===== src/rtl/adder_8_serial_ctrl.sv =====
// Bit-serial 8-bit adder: one 2-bit full-adder slice reused over 4 cycles, LSB slice first.
// Optional accumulate mode (acc port, sum fed back as operand B) under `ADDER_8_SERIAL_ACC_EN.
module adder_8_serial_ctrl (
    input  logic       clk,
    input  logic       rst,
    input  logic       start,
    input  logic [7:0] a,
    input  logic [7:0] b,
    input  logic       cin,
`ifdef ADDER_8_SERIAL_ACC_EN
    input  logic       acc,
`endif
    output logic       busy,
    output logic       done,
    output logic [7:0] sum,
    output logic       out
);

    typedef enum logic [1:0] {
        IDLE = 2'd0,
        CALC = 2'd1,
        DONE = 2'd2
    } state_t;

    state_t      state_q, state_d;
    logic [1:0]  idx_q, idx_d;
    logic        carry_q, carry_d;
    logic [7:0]  a_q, a_d;
    logic [7:0]  b_q, b_d;
    logic [7:0]  sum_q, sum_d;
    logic        out_q, out_d;
    logic [2:0]  slice;
    logic        acc_sel;

`ifdef ADDER_8_SERIAL_ACC_EN
    assign acc_sel = acc;
`else
    assign acc_sel = 1'b0;
`endif

    always_comb begin
        state_d = state_q;
        idx_d   = idx_q;
        carry_d = carry_q;
        a_d     = a_q;
        b_d     = b_q;
        sum_d   = sum_q;
        out_d   = out_q;
        slice   = {1'b0, a_q[{idx_q, 1'b0} +: 2]} + {1'b0, b_q[{idx_q, 1'b0} +: 2]}
                + {2'b00, carry_q};

        case (state_q)
            IDLE: begin
                if (start) begin
                    a_d     = a;
                    carry_d = cin;
                    idx_d   = '0;
                    state_d = CALC;
                    // Accumulate keeps the previous result visible and feeds it in as B.
                    if (acc_sel) begin
                        b_d = sum_q;
                    end else begin
                        b_d   = b;
                        sum_d = '0;
                        out_d = 1'b0;
                    end
                end
            end
            CALC: begin
                sum_d[{idx_q, 1'b0} +: 2] = slice[1:0];
                carry_d = slice[2];
                idx_d   = idx_q + 2'd1;
                if (idx_q == 2'd3) begin
                    out_d   = slice[2];
                    state_d = DONE;
                end
            end
            DONE: begin
                state_d = IDLE;
            end
            default: begin
                state_d = IDLE;
            end
        endcase
    end

    always_ff @(posedge clk or posedge rst) begin
        if (rst) begin
            state_q <= IDLE;
            idx_q   <= '0;
            carry_q <= 1'b0;
            a_q     <= '0;
            b_q     <= '0;
            sum_q   <= '0;
            out_q   <= 1'b0;
        end else begin
            state_q <= state_d;
            idx_q   <= idx_d;
            carry_q <= carry_d;
            a_q     <= a_d;
            b_q     <= b_d;
            sum_q   <= sum_d;
            out_q   <= out_d;
        end
    end

    assign busy = (state_q != IDLE);
    assign done = (state_q == DONE);
    assign sum  = sum_q;
    assign out  = out_q;

endmodule


===== config.mk =====
export PLATFORM = sky130hd
export DESIGN_NAME = adder_8_serial_ctrl
export DESIGN_NICKNAME = d
export VERILOG_FILES = /design/src/rtl/adder_8_serial_ctrl.sv
export SDC_FILE = /design/constraint.sdc
export NUM_CORES = 1
export LEC_CHECK = 0
export ABC_CLOCK_PERIOD_IN_PS = 3400
export CORE_MARGIN = 2
export CORE_UTILIZATION = 50
export CTS_CLUSTER_DIAMETER = 120
export DETAILED_ROUTE_END_ITERATION = 12
export GPL_ROUTABILITY_DRIVEN = 0
export PLACE_DENSITY = 0.78
export SYNTH_ARGS = -nofsm -noshare
export SYNTH_HDL_FRONTEND = slang
export SYNTH_SLANG_ARGS = --single-unit

===== constraint.sdc =====
create_clock -name clk -period 3.4 [get_ports clk]
set_input_delay 0.51 -clock clk [delete_from_list [all_inputs] [get_ports clk]]
set_output_delay 0.51 -clock clk [all_outputs]
set_load 0.005 [all_outputs]

Word level (Yosys, flattened, before mapping) --
Index checks and enable logic that the tools add are counted.
Storage, ports and cells: bits in registers 30, bits in latches 0, RAM bits 0, ROM bits 0, bits of input ports 20, output and inout bits 11, logic and storage cells 40, memories 0
Operators by class: $add $sub $neg 4, $mul 0, divide/modulo/power cells 0, $lt $le $gt $ge 0, equality and inequality tests 5, shifts and indexed selects 4, muxes and demuxes 13, bitwise logic cells 0, reductions and logical operators 7
Operator list (number):
- case mux 8 bit (2 select lines) | 1
- indexed part select 8 x 4 -> 2 bit | 2
- bitwise mux 8 bit | 1
- 2-to-1 mux 8 bit | 1
- case mux 2 bit (2 select lines) | 2
- variable shift 2 x 5 -> 8 bit (first input constant) | 1
- indexed part select 2 x 5 -> 8 bit | 1
- 2-to-1 mux 2 bit | 3
- AND reduction 2 bit | 3
- negator 3 -> 5 bit | 1
- equality test 2 bit (second input constant) | 2
- != test 2 bit (second input constant) | 2
- case mux 1 bit (2 select lines) | 2
- nonzero test 2 bit | 2
- adder 2 x 2 -> 3 bit | 1
- adder 3 x 1 -> 3 bit | 1
- 2-to-1 mux 1 bit | 3
- AND reduction 3 bit | 1
- adder 2 x 1 -> 2 bit (second input constant) | 1
- equality test 2 x 1 -> 1 bit (second input constant) | 1
- zero test 2 bit | 1

Depth between registers and ports, before layout --
word-level depth 6, gate-level depth with buffers 7, mapped depth without buffers 6

Least setup slack after synthesis --
No wires, ideal clock.
path type reg-to-reg, start point register idx_q[0], end point register out_q, in the netlist out, library setup time 0.121 ns, arrival time 2.287 ns, required time 3.279 ns, setup slack 0.992 ns, cell stages (with the launch flop) 8, buffers on the path 1, clock period less this slack 2.408 ns, cells stage by stage dfrtp_1 -> buf_2 -> mux4_2 -> fa_1 -> fa_1 -> nand2_1 -> o22ai_1 -> a22o_1
Between the ends: cells in the longest elaborated chain, start to end 5, elaborated cells between the ends (all ways) 9, classes of those cells 2 x add/sub; 2 x eq/ne; 2 x shift; 2 x mux; 1 x reduce/logical
RTL lines:
- start: declaration | line 26 | logic [1:0] idx_q, idx_d;
- start signal: assignment | line 98 | idx_q <= idx_d;
- indexed part select 8 x 4 -> 2 bit | line 49 | slice = {1'b0, a_q[{idx_q, 1'b0} +: 2]} + {1'b0, b_q[{idx_q, 1'b0} +: 2]}
- adder 2 x 2 -> 3 bit | line 49
- adder 3 x 1 -> 3 bit | line 50 | + {2'b00, carry_q};
- 2-to-1 mux 1 bit | line 73 | if (idx_q == 2'd3) begin
- case mux 1 bit (2 select lines) | line 52 | case (state_q)
- end signal: assignment | line 103 | out_q <= out_d;
- end: declaration | line 31 | logic out_q, out_d;
Parallel ways exist; a longest one is shown, timed or not. The select of a mux whose other input is x is not followed. A chain may end at the register's enable or synchronous reset.

Final worst setup path --
Same ends and word-level chain as after synthesis.

==> flow_results.xml <==
<?xml version="1.0" encoding="UTF-8"?>
<metrics>
  <group name="worst_setup_path">
    <metric name="reg2reg_slack" unit="ns">0.77</metric>
    <metric name="worst-endpoint-arrival" unit="ns">2.85</metric>
    <metric name="crit-reg2reg-capture" unit="">out$_DFFE_PP0P_</metric>
    <metric name="cp_data_required_time" unit="ns">3.62</metric>
    <metric name="r2r_cells" unit="">6</metric>
    <metric name="path_max_fanout" unit="">12</metric>
    <metric name="reg2reg_from" unit="">idx_q[0]$_DFFE_PP0P_</metric>
    <metric name="critical_path.startpoint_type" unit="">flip-flop</metric>
    <metric name="path_class" unit="">reg2reg</metric>
    <metric name="endpoint_kind" unit="">flip-flop</metric>
  </group>
  <group name="clock_network">
    <metric name="post_cts_resize_count" unit="">0</metric>
    <metric name="cts.sinks" unit="">30</metric>
    <metric name="tritoncts" unit="">built</metric>
    <metric name="clock_path_buffers" unit="">2</metric>
    <metric name="worst_setup_hold_path_clk_slew" unit="ns">0.10</metric>
    <metric name="cts.root.buffer_cell" unit="">sky130_fd_sc_hd__clkbuf_4</metric>
    <metric name="h_tree_level_count" unit="">2</metric>
    <metric name="clk_latency" unit="ns">0.34</metric>
    <metric name="cts_made_buffers" unit="">5</metric>
    <metric name="cts_hold_repair.buffers" unit="">0</metric>
    <metric name="postCtsSetupRepairBufs" unit="">0</metric>
  </group>
  <group name="route">
    <metric name="drt-initial-drc-count" unit="">49</metric>
    <metric name="remaining_drc_errors" unit="">2</metric>
    <metric name="drtAntennaViolNets" unit="">0</metric>
    <metric name="routed-via-count" unit="">969</metric>
    <metric name="route.detailed.vias_per_inst" unit="">5.634</metric>
    <metric name="routed_wirelength" unit="um">2783</metric>
    <metric name="count_of_tritonroute_iterations_in_the_first_routing_pass" unit="">8</metric>
    <metric name="routedWlPerCell" unit="um">16.18</metric>
  </group>
  <group name="pwr">
    <metric name="ir_drop" unit="mV">0.4467</metric>
    <metric name="powerDensity" unit="nW/um^2">949.7</metric>
    <metric name="power.share.switching" unit="">0.3511</metric>
    <metric name="power.share.combinational" unit="">0.471</metric>
    <metric name="p_switching" unit="uW">625.0</metric>
    <metric name="power_frac_clock" unit="">0.156</metric>
    <metric name="p_int" unit="mW">1.155</metric>
    <metric name="p_leak" unit="nW">0.8225</metric>
    <metric name="sequentialPowerShare" unit="">0.372</metric>
    <metric name="post-layout-total-power" unit="mW">1.780</metric>
  </group>
  <group name="floorplanning">
    <metric name="initial_util" unit="">0.5352</metric>
    <metric name="row_count" unit="">19</metric>
    <metric name="floorplan.io_pins" unit="">31</metric>
    <metric name="die-area" unit="um^2">3457</metric>
    <metric name="die_w" unit="um">58.80</metric>
    <metric name="placeableCoreArea" unit="um^2">2805</metric>
    <metric name="dieHeight" unit="um">58.80</metric>
  </group>
  <group name="flow_run">
    <metric name="drv_cap" unit="">0</metric>
  </group>
  <group name="synthesis">
    <metric name="synthesis.area" unit="um^2">1501</metric>
    <metric name="ys_warn_count" unit="">0</metric>
    <metric name="synth_enable_flop_cells" unit="">0</metric>
    <metric name="synth_largest_area_cell" unit="">sky130_fd_sc_hd__dfrtp_1</metric>
    <metric name="synth.top_cells.by_count" unit="">sky130_fd_sc_hd__dfrtp_1, sky130_fd_sc_hd__mux2_4, sky130_fd_sc_hd__a22o_1</metric>
    <metric name="netlist-cell-type-count" unit="">28</metric>
    <metric name="async_flop_share" unit="">1.000</metric>
    <metric name="synth_area_leaders" unit="">sky130_fd_sc_hd__dfrtp_1, sky130_fd_sc_hd__mux2_4, sky130_fd_sc_hd__mux4_2, sky130_fd_sc_hd__a22o_1, sky130_fd_sc_hd__mux2_2</metric>
    <metric name="postSynthCellCount" unit="">107</metric>
    <metric name="synth-seq-cells" unit="">30</metric>
    <metric name="postSynth.topFlopCell" unit="">sky130_fd_sc_hd__dfrtp_1</metric>
    <metric name="postSynthAreaPerCell" unit="um^2">14.03</metric>
    <metric name="yosys.cell_count.top_type" unit="">sky130_fd_sc_hd__dfrtp_1</metric>
    <metric name="ys_seq_area_frac" unit="">0.5000</metric>
    <metric name="syn_nets" unit="">133</metric>
    <metric name="synth_top_area_frac" unit="">0.5000</metric>
  </group>
  <group name="timing">
    <metric name="min_period_over_period" unit="">0.7722</metric>
    <metric name="final.setup.tns" unit="ns">0</metric>
    <metric name="rsz_0062_raised_after_global_routing" unit="">false</metric>
    <metric name="worst_slew_pin_slew" unit="ns">1.110</metric>
    <metric name="final_hold_viol_count" unit="">0</metric>
    <metric name="drv_slew" unit="">0</metric>
    <metric name="min_period" unit="ns">2.625</metric>
    <metric name="max_clock_freq" unit="MHz">380.9</metric>
    <metric name="report.final.setup_viol" unit="">0</metric>
    <metric name="worst_clock_skew" unit="ns">0.01484</metric>
    <metric name="max_slew_margin" unit="">0.2594</metric>
    <metric name="minimum_setup_slack_in_the_final_design" unit="ns">0.7746</metric>
  </group>
  <group name="layout">
    <metric name="areaGrowthSynthToFinish" unit="%">24.83</metric>
    <metric name="antenna-diode-count" unit="">0</metric>
    <metric name="sequential_cell_area" unit="um^2">750.7</metric>
    <metric name="num-nets-final" unit="">166</metric>
    <metric name="fraction_of_final_layout_cells_sized_beyond_drive_strength_1" unit="">0.2057</metric>
    <metric name="layout.cells.non_filler" unit="">172</metric>
    <metric name="layout.filler_cells" unit="">216</metric>
    <metric name="multi_input_comb_area" unit="um^2">686.9</metric>
  </group>
  <group name="grt">
    <metric name="globalRoute.totalOverflow" unit="">0</metric>
    <metric name="first_global_vias" unit="">1035</metric>
    <metric name="groute.usage.overall" unit="">0.1880</metric>
    <metric name="largest_net_degree_at_the_start_of_global_routing" unit="">31</metric>
    <metric name="grt_first_pass_wirelength" unit="um">4733</metric>
    <metric name="antenna_found_initial" unit="">0</metric>
  </group>
  <group name="run_status">
    <metric name="failing_checks" unit="">design-rule violations</metric>
    <metric name="outcome" unit="">complete, but fails checks</metric>
  </group>
  <group name="placed_design">
    <metric name="dp_slack" unit="ns">0.7796</metric>
    <metric name="placed_cells" unit="">164</metric>
    <metric name="buffer_ports.inserted" unit="">30</metric>
    <metric name="dp.final_hpwl" unit="um">2032</metric>
  </group>
  <group name="worst_hold_path">
    <metric name="min_delay_path_depth" unit="">1</metric>
    <metric name="endpoint_with_the_worst_hold_slack" unit="">sum[3]$_DFFE_PP0P_</metric>
    <metric name="hold_class" unit="">reg2reg</metric>
    <metric name="hp-start" unit="">sum[3]$_DFFE_PP0P_</metric>
  </group>
</metrics>
[layer usage]
layer  global-route usage  part of all wire  up-vias
met5                    0                 0        -
met4              0.05844             0.015        0
met3              0.07253             0.061        7
met2               0.2968              0.50       30
met1               0.2405              0.42      479
li1                     -                 -      453
[power groups by stage]
stage                     registers (mW)  logic [mW]  clock network [mW]
final                              0.662       0.839               0.278
after CTS                          0.665       0.844               0.282
after global routing               0.686       0.919               0.303
after floorplan                    0.593       0.683                   0
after detailed placement           0.670       0.840                   0
after global placement             0.665       0.813                   0
[kinds of logic (layout without fill, tap and decap cells)]
kind of cell,count (synthesis),count (layout),share of synthesized area
flops,30,30,0.5000
simple gates,21,21,0.09250
compound gates,20,20,0.1000
mux,20,20,0.2050
buf+inv,10,44,0.04250
fa+ha+maj,6,6,0.06000
[area by class of cell]
type / count / share of cell area
clock buffer: 7 / 0.02403
clock inverter: 1 / 0.01602
inverter: 6 / 0.01202
multi-input combinational: 67 / 0.3665
sequential: 30 / 0.4005
tap: 31 / 0.02069
timing repair buffer: 30 / 0.1602
[flip-flops by register name (all words and copies together), names as in the netlist]
name     count
idx_q        2
out          1
state_q      2
carry_q      1
a_q          8
sum          8
b_q          8
[cell usage in the layout (no fill, tap or decap)]
| cell type | n |
|---|---|
| sky130_fd_sc_hd__a22oi_1 | 1 |
| sky130_fd_sc_hd__and2_1 | 2 |
| sky130_fd_sc_hd__a32o_1 | 1 |
| sky130_fd_sc_hd__o21ai_0 | 4 |
| sky130_fd_sc_hd__nand2b_1 | 4 |
| sky130_fd_sc_hd__ha_1 | 4 |
| sky130_fd_sc_hd__a22o_1 | 9 |
| sky130_fd_sc_hd__nand2_1 | 6 |
| sky130_fd_sc_hd__mux4_2 | 4 |
| sky130_fd_sc_hd__nor4_1 | 3 |
| sky130_fd_sc_hd__a21o_1 | 2 |
| sky130_fd_sc_hd__and3_1 | 1 |
| sky130_fd_sc_hd__clkbuf_4 | 5 |
| sky130_fd_sc_hd__nor2b_1 | 1 |
| sky130_fd_sc_hd__nor2_8 | 1 |
| sky130_fd_sc_hd__clkdlybuf4s50_1 | 30 |
| sky130_fd_sc_hd__mux2_4 | 10 |
| sky130_fd_sc_hd__a21oi_1 | 1 |
| sky130_fd_sc_hd__clkbuf_1 | 2 |
| sky130_fd_sc_hd__o21bai_1 | 1 |
| sky130_fd_sc_hd__fa_1 | 2 |
| sky130_fd_sc_hd__mux2_2 | 6 |
| sky130_fd_sc_hd__inv_1 | 6 |
| sky130_fd_sc_hd__nor2_1 | 1 |
| sky130_fd_sc_hd__o22ai_1 | 1 |
| sky130_fd_sc_hd__nor4b_2 | 1 |
| sky130_fd_sc_hd__or2_4 | 1 |
| sky130_fd_sc_hd__dfrtp_1 | 30 |
| sky130_fd_sc_hd__bufinv_16 | 1 |
[worst max path at each step]
stage | from | end | slack (ns) | cells past startpoint
after floorplan | idx_q[0]$_DFFE_PP0P_ | out$_DFFE_PP0P_ | 0.99 | 7
after global placement | idx_q[0]$_DFFE_PP0P_ | out$_DFFE_PP0P_ | 0.87 | 6
after detailed placement | idx_q[0]$_DFFE_PP0P_ | out$_DFFE_PP0P_ | 0.78 | 6
after CTS | idx_q[0]$_DFFE_PP0P_ | out$_DFFE_PP0P_ | 0.75 | 6
after global routing | idx_q[0]$_DFFE_PP0P_ | out$_DFFE_PP0P_ | 0.63 | 6
final | idx_q[0]$_DFFE_PP0P_ | out$_DFFE_PP0P_ | 0.77 | 6
[through the flow]
step	area, um^2	hold slack [ns]	utilization
finish	1874	0.5146	0.6682
floorplan	1501	0.4751	-
global route	1874	0.5375	0.6682
CTS	1874	0.5175	0.6682
global placement	1799	0.4889	0.6414
detailed placement	1799	0.4928	0.6414
[critical path: stages, from the launching register on]
cell                      delay, ns
sky130_fd_sc_hd__dfrtp_1       0.66
sky130_fd_sc_hd__mux4_2        0.58
sky130_fd_sc_hd__fa_1          0.43
sky130_fd_sc_hd__fa_1          0.43
sky130_fd_sc_hd__nand2_1       0.09
sky130_fd_sc_hd__o22ai_1       0.08
sky130_fd_sc_hd__a22o_1        0.24
Note: power is estimated with default switching activity, not from simulation.
